**src/rtl/muldiv_unit.sv**
```systemverilog
// Iterative signed multiply/divide unit: MUL, MULH, DIV, REM on XLEN-bit operands.
// Latency: fixed XLEN+2 edges from the start-sampling edge to the edge that samples done.
// Backpressure: none; busy stalls the EX stage, start is ignored while busy, flush aborts.
module muldiv_unit #(
    parameter int XLEN = 32
) (
    input  logic            clk,
    input  logic            rst_n,
    input  logic            start,
    input  logic [1:0]      op,
    input  logic [XLEN-1:0] op_a,
    input  logic [XLEN-1:0] op_b,
    input  logic            flush,
    output logic            busy,
    output logic            done,
    output logic [XLEN-1:0] result
);

    localparam int CNT_W = (XLEN > 1) ? $clog2(XLEN) : 1;

    typedef enum logic [1:0] {
        IDLE = 2'd0,
        CALC = 2'd1,
        FIX  = 2'd2,
        DONE = 2'd3
    } state_t;

    state_t state_q, state_d;

    logic [CNT_W-1:0]  cnt_q;
    logic [1:0]        op_q;
    logic              sign_a_q;
    logic              sign_b_q;
    // Multiplicand magnitude for MUL/MULH, divisor magnitude for DIV/REM.
    logic [XLEN-1:0]   opnd_q;
    // MUL: {partial product high, multiplier shifting out}; DIV: {remainder, quotient}.
    logic [2*XLEN-1:0] acc_q;

    logic [XLEN-1:0]   mag_a;
    logic [XLEN-1:0]   mag_b;
    logic              accept;

    logic [XLEN:0]     mul_sum;
    logic [2*XLEN-1:0] mul_next;
    logic [XLEN-1:0]   div_top;
    logic [XLEN:0]     div_diff;
    logic [2*XLEN-1:0] div_next;
    logic [2*XLEN-1:0] prod_fix;
    logic [XLEN-1:0]   quo;
    logic [XLEN-1:0]   rem;
    logic [XLEN-1:0]   fix_val;

    assign mag_a  = op_a[XLEN-1] ? (~op_a + 1'b1) : op_a;
    assign mag_b  = op_b[XLEN-1] ? (~op_b + 1'b1) : op_b;
    assign accept = (state_q == IDLE) && start && !flush;

    // One shift-add multiply step and one restoring divide step per CALC cycle.
    always_comb begin
        mul_sum  = {1'b0, acc_q[2*XLEN-1:XLEN]} + (acc_q[0] ? {1'b0, opnd_q} : '0);
        mul_next = {mul_sum, acc_q[XLEN-1:1]};
        // Remainder never exceeds the divisor magnitude, so its MSB is always zero here.
        div_top  = acc_q[2*XLEN-2:XLEN-1];
        div_diff = {1'b0, div_top} - {1'b0, opnd_q};
        div_next = div_diff[XLEN] ? {div_top, acc_q[XLEN-2:0], 1'b0}
                                  : {div_diff[XLEN-1:0], acc_q[XLEN-2:0], 1'b1};
    end

    // Sign correction of the magnitude result; divide-by-zero quotient is forced to all-ones.
    always_comb begin
        prod_fix = (sign_a_q ^ sign_b_q) ? (~acc_q + 1'b1) : acc_q;
        quo      = acc_q[XLEN-1:0];
        rem      = acc_q[2*XLEN-1:XLEN];
        fix_val  = '0;
        case (op_q)
            2'b00:   fix_val = prod_fix[XLEN-1:0];
            2'b01:   fix_val = prod_fix[2*XLEN-1:XLEN];
            2'b10:   fix_val = (opnd_q == '0) ? '1
                             : ((sign_a_q ^ sign_b_q) ? (~quo + 1'b1) : quo);
            default: fix_val = sign_a_q ? (~rem + 1'b1) : rem;
        endcase
    end

    // State register.
    always_ff @(posedge clk or negedge rst_n) begin
        if (!rst_n) begin
            state_q <= IDLE;
        end else begin
            state_q <= state_d;
        end
    end

    // Next-state logic; flush wins over everything and returns to IDLE.
    always_comb begin
        state_d = state_q;
        case (state_q)
            IDLE:    if (start)            state_d = CALC;
            CALC:    if (cnt_q == '0)      state_d = FIX;
            FIX:                           state_d = DONE;
            default:                       state_d = IDLE;
        endcase
        if (flush) begin
            state_d = IDLE;
        end
    end

    // Operand capture, iteration datapath and result write.
    always_ff @(posedge clk or negedge rst_n) begin
        if (!rst_n) begin
            cnt_q    <= '0;
            op_q     <= '0;
            sign_a_q <= 1'b0;
            sign_b_q <= 1'b0;
            opnd_q   <= '0;
            acc_q    <= '0;
            result   <= '0;
        end else if (accept) begin
            cnt_q    <= CNT_W'(XLEN - 1);
            op_q     <= op;
            sign_a_q <= op_a[XLEN-1];
            sign_b_q <= op_b[XLEN-1];
            opnd_q   <= op[1] ? mag_b : mag_a;
            acc_q    <= {{XLEN{1'b0}}, (op[1] ? mag_a : mag_b)};
        end else if (!flush) begin
            if (state_q == CALC) begin
                acc_q <= op_q[1] ? div_next : mul_next;
                if (cnt_q != '0) begin
                    cnt_q <= cnt_q - CNT_W'(1);
                end
            end
            if (state_q == FIX) begin
                result <= fix_val;
            end
        end
    end

    assign busy = (state_q != IDLE);
    assign done = (state_q == DONE);

endmodule

```
**config.mk**
```make
export PLATFORM = sky130hd
export DESIGN_NAME = muldiv_unit
export DESIGN_NICKNAME = d
export VERILOG_FILES = /design/src/rtl/muldiv_unit.sv
export SDC_FILE = /design/constraint.sdc
export NUM_CORES = 1
export LEC_CHECK = 0
export CORE_MARGIN = 2
export CORE_UTILIZATION = 40
export DETAILED_ROUTE_END_ITERATION = 10
export GPL_ROUTABILITY_DRIVEN = 1
export SLEW_MARGIN = 20
export SYNTH_ARGS = -nofsm -noshare
export SYNTH_HDL_FRONTEND = slang
export SYNTH_SLANG_ARGS = --single-unit
```
**constraint.sdc**
```tcl
create_clock -name clk -period 7.4 [get_ports clk]
set_input_delay 1.11 -clock clk [delete_from_list [all_inputs] [get_ports clk]]
set_output_delay 1.11 -clock clk [all_outputs]
set_load 0.005 [all_outputs]
```
# Word-level counts from Yosys, hierarchy flattened
# Index checks and enable logic that the tools add are counted.
dict set report word_totals {
  ff_bits 139
  inputBits 70
  out_inout_bits 34
  wordCells 70
}
dict set report op_classes {
  add_sub_neg 8
  eq_ne 8
  mux 23
  n_bitwise 8
  n_reduce_logical 15
}
# op count
set op_table {}
lappend op_table {{64-bit 2-to-1 mux} 6}
lappend op_table {{32-bit 2-to-1 mux} 8}
lappend op_table {{32-bit by 1-bit adder with 32-bit output (second input constant)} 4}
lappend op_table {{32-bit inverter} 4}
lappend op_table {{32-bit case mux with 3 select lines} 1}
lappend op_table {{64-bit by 1-bit adder with 64-bit output (second input constant)} 1}
lappend op_table {{64-bit inverter} 1}
lappend op_table {{32-bit by 32-bit adder with 33-bit output} 1}
lappend op_table {{32-bit by 32-bit subtractor with 33-bit output} 1}
lappend op_table {{32-bit logical NOT} 1}
lappend op_table {{5-bit 2-to-1 mux} 4}
lappend op_table {{2-bit == test (second input constant)} 3}
lappend op_table {{2-bit 2-to-1 mux} 3}
lappend op_table {{3-bit != test (second input constant)} 2}
lappend op_table {{2-bit case mux with 3 select lines} 1}
lappend op_table {{3-bit AND reduction} 2}
lappend op_table {{2-bit nonzero test} 3}
lappend op_table {{5-bit logical NOT} 1}
lappend op_table {{5-bit nonzero test} 1}
lappend op_table {{5-bit by 1-bit subtractor with 5-bit output (second input constant)} 1}
lappend op_table {{2-bit by 1-bit == test with 1-bit output (second input constant)} 2}
lappend op_table {{2-bit logical NOT} 2}
lappend op_table {{2-bit AND reduction} 2}
lappend op_table {{1-bit logical AND} 2}
lappend op_table {{other kinds (4)} 5}

# Logic depth before layout (Yosys ltp)
# Gate-level depths: netlist (run 1).
dict set report logic_depth {
  ltp_word 6
  depth_mapped 14
  depth_no_buf 12
}

# Least setup slack after synthesis (run 1)
# OpenSTA, ideal clock, no wires.
dict set report synth_path {
  kind {in2reg}
  from {input port op_a[5]}
  to {register acc_q[26]}
  setup_time_ps 126
  arrival_ps 3251
  required_time_ps 7274
  path_slack_ps 4023
  cell_stages 9
  n_path_buf 1
  path_cell_list {or4_1 buf_2 nor4_4 nand3_2 or4_4 o21ai_2 xor2_1 o21ai_1 a221o_1}
}
dict set report synth_between {
  elab_chain_cells 5
}
# item line
set synth_lines {}
lappend synth_lines {{start: declaration} 11} ;# input logic [XLEN-1:0] op_a,
lappend synth_lines {{32-bit inverter} 53} ;# assign mag_a = op_a[XLEN-1] ? (~op_a + 1'b1) : op_a;
lappend synth_lines {{32-bit by 1-bit adder with 32-bit output} 53}
lappend synth_lines {{32-bit 2-to-1 mux} 53}
lappend synth_lines {{32-bit 2-to-1 mux} 122} ;# acc_q <= {{XLEN{1'b0}}, (op[1] ? mag_a : mag_b)};
lappend synth_lines {{64-bit 2-to-1 mux} 116} ;# end else if (accept) begin
lappend synth_lines {{end signal: assignment} 122}
lappend synth_lines {{end signal: assignment} 125} ;# acc_q <= op_q[1] ? div_next : mul_next;
lappend synth_lines {{end: declaration} 37} ;# logic [2*XLEN-1:0] acc_q;
# No other way between the ends.
# A chain may end at the register's enable or synchronous reset.

# Worst setup path in the final report (run 1)
dict set report layout_path {
  from {register acc_q[0]}
  to {register acc_q[59]}
}
dict set report layout_between {
  elab_chain_cells 6
}
# item line
set layout_lines {}
lappend layout_lines {{32-bit 2-to-1 mux} 59} ;# mul_sum = {1'b0, acc_q[2*XLEN-1:XLEN]} + (acc_q[0] ? {1'b0, opnd_q} : '0);
lappend layout_lines {{32-bit by 32-bit adder with 33-bit output} 59}
lappend layout_lines {{64-bit 2-to-1 mux} 125}
lappend layout_lines {{64-bit 2-to-1 mux} 124} ;# if (state_q == CALC) begin
lappend layout_lines {{64-bit 2-to-1 mux} 123} ;# end else if (!flush) begin
lappend layout_lines {{64-bit 2-to-1 mux} 116}
# No other way between the ends. The select of a mux whose other input is x is not followed.

==> summary by stage, run 1 <==
Critical path
The classification of the worst setup path is flop to flop. The biggest fanout along the worst timing path is 32. The data arrival time of the critical path is roughly 4.8 ns. The dominant cell type by count on the critical path is a211oi_1. The data required time of the worst path is just under 8 ns. The signal on the critical path passes through clkinv_1 -> nor2_1 -> ha_1 -> a211oi_1 -> a211oi_1 -> a2111oi_0 -> o22ai_1 -> and4b_1 -> nor3_1 -> o211ai_1.

STA classifies the critical path startpoint as a flop. In this design, the stage delay of the slowest critical-path cell is approximately 0.87 ns. The sort of element at the end of the critical path is a flop. On the critical path, the stage with the largest delay is an instance of a2111oi_0.

Drt
The mean number of vias per cell is 6.21. The count of routing violations after the opening detailed-route iteration is 1605. After detailed routing, the average wire length per cell comes to 22.1 um. The routed layout has roughly 15000 vias. The number of search-and-repair iterations in the first detailed-routing pass is 6. After detailed routing, the number of remaining DRC violations is 0. After detailed routing, the total wire length is around 53000 um. The count of nets left with antenna violations once routing finished came out at 0.

Layout
The number of antenna diodes in the final layout is 0. The fraction of layout cells with a size suffix above 1 is about 5.2%. The library cells used most frequently in the layout, excluding fill and tap cells, are 207 x nand2_1, 170 x a21oi_1, 160 x nor2_1. The area growth from synthesis to layout is 12.7%.

The net total in the final layout is between 2000 and 2500. Leaving out fill and tap cells, the most frequent cell in the layout is nand2_1.

Die
The top-level I/O count is 104. The die covers between 30000 and 40000 um^2. Measured along the y axis, the die boundary spans 195 um. The initial utilization of the core area, before any placement, comes to 40.8%. The floorplan core area is about 36000 um^2.

The standard-cell row count is ~70. The die boundary width is 195 um.

Timing
The clock period could shrink to ~4.5 ns. The count of pins over their slew limit was 0. Setup repair after global routing left no endpoint under its margin. Across the routed clock network, the largest skew measured is 0.0119 ns. In the finished design, the share of the clock period the worst path needs comes to between 60% and 70%. The worst pin sits at a relative slew slack of between 20 and 30%. The final setup violation count is 0.

The worst hold slack across all endpoints is 0.484 ns. The maximum achievable frequency is ~220 MHz. The smallest setup slack after layout is ~2.9 ns.

For the pin with the worst max-slew slack, the measured transition is approximately 1.1 ns. The number of hold violations in the final report is 0. The summed negative setup slack over all endpoints is 0 ns.

Synthesis
The async set or reset register ratio after synthesis is between 90% and 100%. The average footprint of a synthesized cell is ~7.6 um^2. Yosys mapped a number of flops with a built-in enable equal to 0. The count of state elements after synthesis is around 140. The netlist area before placement is about 15000 um^2. By area the synthesized netlist is led by dfrtp_1 24%, ha_1 6.4%, xnor2_1 6.0%, a21oi_1 5.8%, xor2_1 5.4%. After technology mapping, the gate count stands at approximately 1900. Synthesis produced a netlist with a net count of 2062. The biggest area contributor in the post-synthesis netlist is dfrtp_1.

Summing the sequential cell areas from Yosys gives a little under a quarter of the chip area. Yosys printed 0 warnings. Synthesis instantiated 85 different standard cells from the library. The fraction of post-synthesis cell area in the top cell type by area is a little under a quarter. Among all flip-flop cells after synthesis, the most frequent one is dfrtp_1.

Global routing
The number of antenna violations at the first check in global routing is 1. The first global-routing pass estimated slightly above 80000 um of wire. Entering global routing, the biggest net connects between 90 and 100 pins. The via count of the first global-routing pass is about 14000. After global routing the overflow that remains totals 0. The overall routing resource usage is between 20% and 30%.

Placement
The congestion estimate from routability-driven global placement came to ~0.94. The wire-length estimate of the detail-placed layout is between 40000 and 50000 um. Port buffering added just over 100 buffers.

Before CTS, the worst setup slack after placement is approximately 3.2 ns.

CTS
Buffers added to address setup during post-CTS repair amount to 0. The buffer depth of the longest clock path is 2. The TritonCTS buffer count is 17. The root buffer cell is clkbuf_16. Clock-pin slew was measured on the worst setup and hold paths at 0.06 ns. The clock latency on the worst-skew pair is between 0.4 and 0.5 ns. In this run the number of H-tree levels came out at 4.

Counting every sink on the clock net gives approximately 140. TritonCTS built the clock tree. The count of hold-fix buffers inserted at cts is 0. The post-cts resize count is 0.

Flow run
Max-cap violations in this run came to 0.

Power and ir drop
The power density over cell area is approximately 500 nW/um^2. The leakage component of the power is between 0.006 and 0.007 uW. The worst supply voltage drop on vdd is approximately 210 uV.

Status
The flow ran to the end, and the final reports show no timing, DRC or antenna violations.

Worst hold path
The worst hold path class is flop to flop.
[state kept, by name, summed over array words and instances, names as in the netlist]
register and cells:
state_q 2, op_q 2, sign_b_q 1, result 32
cnt_q 5, opnd_q 32, sign_a_q 1, acc_q 64
[layer usage]
metal / wire length, um / global-route usage, % / part of all wire, %
met1: 24700 / 40.0 / 47
met2: 22600 / 41.6 / 43
met3: 3980 / 4.84 / 7.5
met4: 1540 / 9.64 / 2.9
met5: 10 / 0 / 0.019
[synthesized netlist by cell type (all sizes together), types with 5 or more instances]
cell	n
a221oi	10
a211oi	23
o211ai	40
nand3	36
nor2	163
inv	66
a211o	6
a22oi	16
or3	20
or2	8
and3	14
clkbuf	109
a21oi	170
xnor2	99
or4	18
a21o	36
nor3	32
dfrtp	139
nor3b	5
o22a	5
nor4	32
o21a	12
o21ai	175
a31oi	19
o221ai	16
nor2b	12
ha	75
nand4	19
a221o	8
xor2	89
a22o	6
a21boi	6
mux2i	38
buf	26
o21bai	8
nand2b	20
o41ai	17
o31ai	29
nand2	207
and2	8
o22ai	17
o31a	6
[worst paths after layout]
check	start	endpoint	slack (ns)	depth (start not counted)
max	acc_q[0]	acc_q[59]	2.92	10
min	result[17]	result[17]	0.48	2
max reg2reg	acc_q[0]	acc_q[59]	2.92	10
min reg2reg	result[17]	result[17]	0.48	2
max in group asynchronous	rst_n	op_q[1]	5.29	2
min in group asynchronous	rst_n	result[29]	0.67	1
[cell families after synthesis]
logic type,synth area share [%]
compound gates,28.9
simple gates,20.7
buf+inv,5.46
xor+xnor,11.3
flops,23.9
fa+ha+maj,6.72
mux,3.00
[report_power, final]
group / switching, uW / internal (uW)
logic: 3470 / 2190
registers: 639 / 1090
clock network: 366 / 496
[stage by stage]
stage	area, um^2	total power [uW]	utilization, %	instances
floorplan	14600	5540	-	1915
global placement	15800	7210	44.3	2366
finish	16400	8260	45.9	2398
global route	16400	8860	45.9	2398
CTS	16400	8120	45.9	2398
detailed placement	15800	7230	44.3	2366
[layout make-up]
type | count | area, um^2
Tap cell | 461 | 577
Timing Repair Buffer | 125 | 1190
Fill cell | 3672 | 19300
Clock inverter | 14 | 149
Inverter | 66 | 248
Clock buffer | 18 | 429
Multi-Input combinational cell | 1575 | 10300
Sequential cell | 139 | 3480
[critical path, delay by kind of cell, from the launching register on]
kind | cells | cell delay (ns)
fa+ha+maj | 1 | 0.32
flops | 1 | 0.47
buf+inv | 1 | 0.83
compound gates | 5 | 1.89
simple gates | 3 | 0.82
No activity file was read; power rests on OpenSTA's default activity.
==> inputs of run 2 (changes only) <==
Clock period 7.4 ns to 4.4 ns, I/O delays scaled along.
==> run 2 against run 1 <==
- total power up 71%
- sequential share of layout area is 0.26 points lower
- non-clock buffer count up 19
- setup slack worse by 2.2 ns
- count of clock-buffer cells in the layout is 1 lower
- routed wire length is 0.43% lower
- register-to-register slack lost 2.2 ns
- first-iteration DRC count fell by 9.4%
- global-route usage is 0.25 points lower
- utilization increased by 0.56 points
- via count down 0.32%
- cell count increased by 0.79%
- critical path type unchanged
- highest routed layer is now met4
==> summary by stage, run 2 (synthesis gave the netlist of run 1 again) <==
Status
Run status: completed (unchanged).

Power and ir drop
The switching power total is 7560 uW (was 4470 uW). The leakage component of the power is 0.00700 uW (was 0.00686 uW). The combinational cell fraction of total power is 69.1% (was 68.6%). The net switching share of the total power came to 53.5% (was 54.2%).

The worst supply voltage drop on vdd is 341 uV (was 207 uV). The power density over cell area is 850 nW/um^2 (was 503 nW/um^2). The part of the total power dissipated in the clock network is 11.2% (was 10.4%). The total chip power is 14100 uW (was 8260 uW). The proportion of power drawn by flip-flops and latches is 19.7% (was 21.0%). The internal power consumption was 6560 uW (was 3780 uW).

Layout
The antenna diode count is 0 (unchanged). The most common cell after layout, fill and taps aside is nand2_1 (unchanged). Top library cells by usage in the layout, fill and taps aside: 207 x nand2_1, 170 x a21oi_1, 161 x nor2_1 (was 207 x nand2_1, 170 x a21oi_1, 160 x nor2_1). The top register by number of flip-flops is acc_q (unchanged). The total of fill cells in the finished design is 3668 (was 3672). The area growth from synthesis to layout was 14.1% (was 12.7%). The combined flip-flop and latch cell area is 3480 um^2 (unchanged). The area of the multi-input gates is 10300 um^2 (about the same). The number of flip-flops in the largest register is 64 (unchanged).

The final cell count without fillers was 2417 (was 2398). The fraction of layout cells with a size suffix above 1 is 6.13% (was 5.21%). Largest registers: acc_q: 64 flops, opnd_q: 32 flops, result: 32 flops (unchanged). The net total in the final layout came to 2090 (was 2071).

CTS
The clock-pin slew on the worst setup and hold paths is 0.07 ns (was 0.06 ns). The clock latency on the worst-skew pair is 0.45 ns (was 0.46 ns). The post-cts resize count was 0 (unchanged).

The root buffer cell is clkbuf_16 (unchanged). The buffer depth of the longest clock path is 2 (unchanged). The clock sink total is 139 (unchanged). The deepest level of the CTS H-tree is 4 (unchanged). The TritonCTS buffer count is 17 (unchanged). The clock tree from TritonCTS is yes (unchanged).

The count of hold-fix buffers inserted at cts is 0 (unchanged). The post-CTS setup buffer count is 0 (unchanged).

Drt
The post-route antenna net violation count came to 0 (unchanged). The number of remaining DRC errors is 0 (unchanged). The mean number of vias per cell is 6.14 (was 6.21). The sum of routed wire length over all layers is 52700 um (was 52900 um). The overall via count from detail_route is 14800 (was 14900). The routed length per placed instance is 21.8 um (was 22.1 um).

The number of search-and-repair iterations in the first detailed-routing pass came to 8 (was 6). The count of routing violations after the opening detailed-route iteration is 1454 (was 1605).

Global routing
The maximum number of pins on one net before global-route repair is 86 (was 99). The via count of the first global-routing pass was 13700 (was 13800). The first-pass GRT wire length is 81700 um (was 82200 um). The overall routing resource usage came to 27.5% (was 27.8%). The global route total overflow is 0 (unchanged). The number of antenna violations at the first check in global routing is 0 (was 1).

Timing
The maximum achievable frequency is 272 MHz (was 223 MHz). The worst slew margin relative to its limit is 42.3% (was 28.1%). The final worst-path cycle share is 83.5% (was 60.5%). The number of hold violations in the final report is 0 (unchanged). The transition time at the pin with the least slew margin is 0.865 ns (was 1.08 ns). The summed negative setup slack over all endpoints came to 0 ns (unchanged).

The maximum clock skew at final layout is 0.0116 ns (was 0.0119 ns). The count of pins over their slew limit is 0 (unchanged). The final setup violation count is 0 (unchanged).

The clock period minus worst slack is 3.67 ns (was 4.48 ns). Setup repair after global routing missed its margin: false (unchanged).

Critical path
The data arrival time of the critical path came to 4.00 ns (was 4.80 ns). The sort of element at the end of the critical path is a flop (unchanged). The number of cells traversed by the worst register-to-register path was 12 (was 10).

The biggest fanout along the worst timing path came to 21 (was 32). The data required time of the worst path is 4.72 ns (was 7.72 ns). The classification of the worst setup path is flop to flop (unchanged). The startpoint kind of the worst setup timing path is a flop (unchanged).

Worst hold path
The worst hold path class is primary input to asynchronous set/reset pin (was flop to flop).

Placement
The final RePlAce weighted congestion is 0.937 (was 0.944). The port buffer count came to 103 (unchanged). The sum of net half-perimeters after detailed placement is 41300 um (was 40500 um). The number of placed instances with taps included is 2385 (was 2366).

Die
The floorplan core area is 35700 um^2 (unchanged). The effective utilization at floorplan came to 40.8% (unchanged). The vertical extent of the die came to 195 um (unchanged).

The top-level I/O count was 104 (unchanged). The die boundary width is 195 um (unchanged). The standard-cell row count is 69 (unchanged). The floorplan die area is 38000 um^2 (unchanged).

Flow run
The max-cap check violation count is 0 (unchanged).
run 2: power groups by stage:
stage                     Combinational [uW]  Sequential [uW]  Clock, uW
after detailed placement                9510             2790          0
after global placement                  9480             2770          0
final                                   9760             2780       1580
after CTS                               9570             2760       1590
after floorplan                         7020             2290          0
after global routing                   10600             2860       1650
run 2: layer usage:
layer / up-vias / global-route usage [%] / part of all wire [%]
met5: - / 0 / 0
met4: 0 / 7.77 / 2.6
met3: 70 / 5.08 / 7.5
met2: 590 / 41.6 / 43
met1: 7126 / 39.9 / 47
li1: 7060 / - / -
run 2: area by class of cell:
class                           count  area share, %
Multi-Input combinational cell   1575           62.2
Sequential cell                   139           20.9
Timing Repair Buffer              144           8.15
Tap cell                          461           3.47
Clock buffer                       17           2.56
Inverter                           66           1.49
Clock inverter                     15           1.21
run 2: critical path: stages, from the launching register on:
cell,delay [ns]
dfrtp_1,0.47
inv_1,0.40
buf_4,0.34
nor2_1,0.09
ha_1,0.37
a21oi_1,0.23
nand2_1,0.08
a221oi_1,0.58
a21oi_1,0.23
o21ai_0,0.27
xnor2_1,0.10
a221oi_1,0.25
o21ai_0,0.13
run 2: worst paths after layout:
| check | startpoint | endpoint | slack (ns) |
|---|---|---|---|
| min reg2reg | result[13] | result[13] | 0.48 |
| min | rst_n | result[10] | 0.24 |
| max in group asynchronous | rst_n | acc_q[52] | 3.22 |
| min in group clk | result[13] | result[13] | 0.48 |
| max reg2reg | acc_q[0] | acc_q[62] | 0.73 |
| max | acc_q[0] | acc_q[62] | 0.73 |
run 2: through the flow:
stage | area, um^2 | setup slack (ns) | util (%) | hold WS, ns
CTS | 16600 | 0.735 | 46.5 | 0.292
global placement | 16000 | 0.805 | 44.8 | 0.463
detailed placement | 16000 | 0.748 | 44.8 | 0.465
finish | 16600 | 0.726 | 46.5 | 0.245
floorplan | 14600 | 1.36 | - | 0.364
global route | 16600 | 0.405 | 46.5 | 0.326
==> inputs of run 3 (changes only) <==
Clock period 4.4 ns to 3.56 ns, I/O delays scaled along.
==> run 3 against run 2 <==
- design area up 3.3%
- sequential share of layout area down 0.66 points
- cell count up 2.8%
- combinational power up 31%
- clock power up 25%
- fmax up 11%
- highest routed layer unchanged
- worst hold slack worse by 0.12 ns
==> summary by stage, run 3 (synthesis gave the netlist of run 1 again) <==
Timing
The summed negative setup slack over all endpoints is 0 ns (unchanged). The worst slew margin relative to its limit was 36.7% (was 42.3%). The final setup violation count is 0 (unchanged). The maximum clock skew at final layout is 0.0116 ns (about the same). The count of pins over their slew limit is 0 (unchanged). The transition time at the pin with the least slew margin is 0.947 ns (was 0.865 ns).

Setup repair after global routing missed its margin: false (unchanged). The final worst-path cycle share is 93.1% (was 83.5%). The worst hold slack across all endpoints was 0.127 ns (was 0.245 ns). The clock period minus worst slack is 3.32 ns (was 3.67 ns).

The number of hold violations in the final report was 0 (unchanged). The maximum achievable frequency is 302 MHz (was 272 MHz).

Layout
The area growth from synthesis to layout came to 17.8% (was 14.1%). The top register by number of flip-flops is acc_q (unchanged). The number of flip-flops in the largest register is 64 (unchanged). Largest registers: acc_q: 64 flops, opnd_q: 32 flops, result: 32 flops (unchanged). The post-layout instance area was 17200 um^2 (was 16600 um^2). The fraction of layout cells with a size suffix above 1 is 9.10% (was 6.13%). The net total in the final layout was 2157 (was 2090). Top library cells by usage in the layout, fill and taps aside: 207 x nand2_1, 170 x a21oi_1, 161 x nor2_1 (unchanged). The most common cell after layout, fill and taps aside is nand2_1 (unchanged).

The antenna diode count is 0 (unchanged).

Critical path
The data arrival time of the critical path is 3.68 ns (was 4.00 ns). The slack of the worst reg-to-reg path is 0.24 ns (was 0.73 ns). The biggest fanout along the worst timing path is 7 (was 21).

The startpoint of the most critical register-to-register path is acc_q[0] (unchanged). The number of cells traversed by the worst register-to-register path is 14 (was 12). The data required time of the worst path is 3.92 ns (was 4.72 ns). The classification of the worst setup path is flop to flop (unchanged). The sort of element at the end of the critical path is a flop (unchanged). The startpoint kind of the worst setup timing path is a flop (unchanged). The endpoint of the worst register-to-register path is acc_q[63] (was acc_q[62]).

Drt
The routed length per placed instance is 21.9 um (was 21.8 um). The number of remaining DRC errors is 0 (unchanged). The count of routing violations after the opening detailed-route iteration came to 1439 (was 1454). The post-route antenna net violation count is 0 (unchanged). The sum of routed wire length over all layers is 54300 um (was 52700 um). The mean number of vias per cell was 6.14 (about the same). The overall via count from detail_route is 15300 (was 14800).

The number of search-and-repair iterations in the first detailed-routing pass came to 7 (was 8).

CTS
The clock latency on the worst-skew pair is 0.45 ns (about the same). The deepest level of the CTS H-tree is 4 (unchanged). The root buffer cell is clkbuf_16 (unchanged). The clock sink total is 139 (unchanged). The post-CTS setup buffer count was 0 (unchanged). The post-cts resize count is 0 (unchanged). The count of hold-fix buffers inserted at cts came to 0 (unchanged). The buffer depth of the longest clock path is 2 (unchanged).

The clock tree from TritonCTS is yes (unchanged). The TritonCTS buffer count is 17 (unchanged). The clock-pin slew on the worst setup and hold paths is 0.06 ns (was 0.07 ns).

Die
The die boundary width came to 195 um (unchanged). The vertical extent of the die is 195 um (unchanged). The standard-cell row count is 69 (unchanged). The floorplan core area was 35700 um^2 (unchanged).

The effective utilization at floorplan is 40.8% (unchanged). The top-level I/O count is 104 (unchanged). The floorplan die area is 38000 um^2 (unchanged).

Global routing
The first-pass GRT wire length is 84300 um (was 81700 um). The via count of the first global-routing pass was 14200 (was 13700). The overall routing resource usage is 28.5% (was 27.5%). The maximum number of pins on one net before global-route repair is 99 (was 86). The number of antenna violations at the first check in global routing was 0 (unchanged). The global route total overflow is 0 (unchanged).

Flow run
The max-cap check violation count came to 0 (unchanged).

Worst hold path
The worst hold path class is primary input to asynchronous set/reset pin (unchanged).

Power and ir drop
The leakage component of the power was 0.00733 uW (was 0.00700 uW). The worst supply voltage drop on vdd is 457 uV (was 341 uV). The power density over cell area is 1050 nW/um^2 (was 850 nW/um^2).

Placement
The final RePlAce weighted congestion is 0.948 (was 0.937). The sum of net half-perimeters after detailed placement was 42700 um (was 41300 um). The port buffer count is 103 (unchanged). The cell area after placement is 16500 um^2 (was 16000 um^2).

Status
Run status: completed (unchanged).
run 3: final cells by class:
class / instances / area, um^2
Fill cell: 3550 / 18600
Multi-Input combinational cell: 1575 / 10300
Sequential cell: 139 / 3480
Timing Repair Buffer: 211 / 1900
Tap cell: 461 / 577
Clock buffer: 19 / 433
Inverter: 66 / 248
Clock inverter: 13 / 191
run 3: metal layers:
layer  global-route usage [%]  share of wire [%]  vias up
li1                         -                  -     7199
met1                     40.6                 46     7344
met2                     44.2                 43      630
met3                     4.69                7.6       81
met4                     8.59                2.9        0
met5                        0                  0        -
run 3: metrics by stage:
stage | setup slack [ns] | util, % | cells | total power [uW]
2_1_floorplan | 0.524 | - | 1915 | 11500
3_3_place_gp | 0.169 | 46.3 | 2452 | 15600
3_5_place_dp | 0.111 | 46.3 | 2452 | 15700
4_1_cts | 0.293 | 48.0 | 2484 | 17700
5_1_grt | 0.0138 | 48.0 | 2484 | 19300
6_report | 0.244 | 48.0 | 2484 | 18000
run 3: report_power, final:
part           total (uW)  leakage (uW)  internal (uW)  switching [uW]
Sequential           3250       0.00174           2280             967
Combinational       12800       0.00530           5050            7740
Clock                1980      0.000295           1180             799
run 3: worst max-delay path by stage:
stage	start	end	slack, ns	cells after the start
after floorplan	acc_q[0]	acc_q[62]	0.52	14
after CTS	acc_q[0]	acc_q[63]	0.29	14
after global placement	op_a[5]	acc_q[26]	0.17	9
after detailed placement	op_a[5]	acc_q[26]	0.11	9
after global routing	acc_q[0]	acc_q[59]	0.01	13
final	acc_q[0]	acc_q[63]	0.24	14
run 3: worst max-delay path, cell delays in order, from the launching register on:
cell and delay [ns]:
dfrtp_1 0.35, buf_4 0.17, and2_1 0.13, ha_1 0.16, inv_1 0.06, fa_1 0.41
nor2b_1 0.17, o21bai_1 0.18, a211oi_1 0.47, a2111oi_0 0.14, buf_4 0.17, o22ai_1 0.25
o21ai_0 0.15, a211o_1 0.29, a32oi_1 0.14
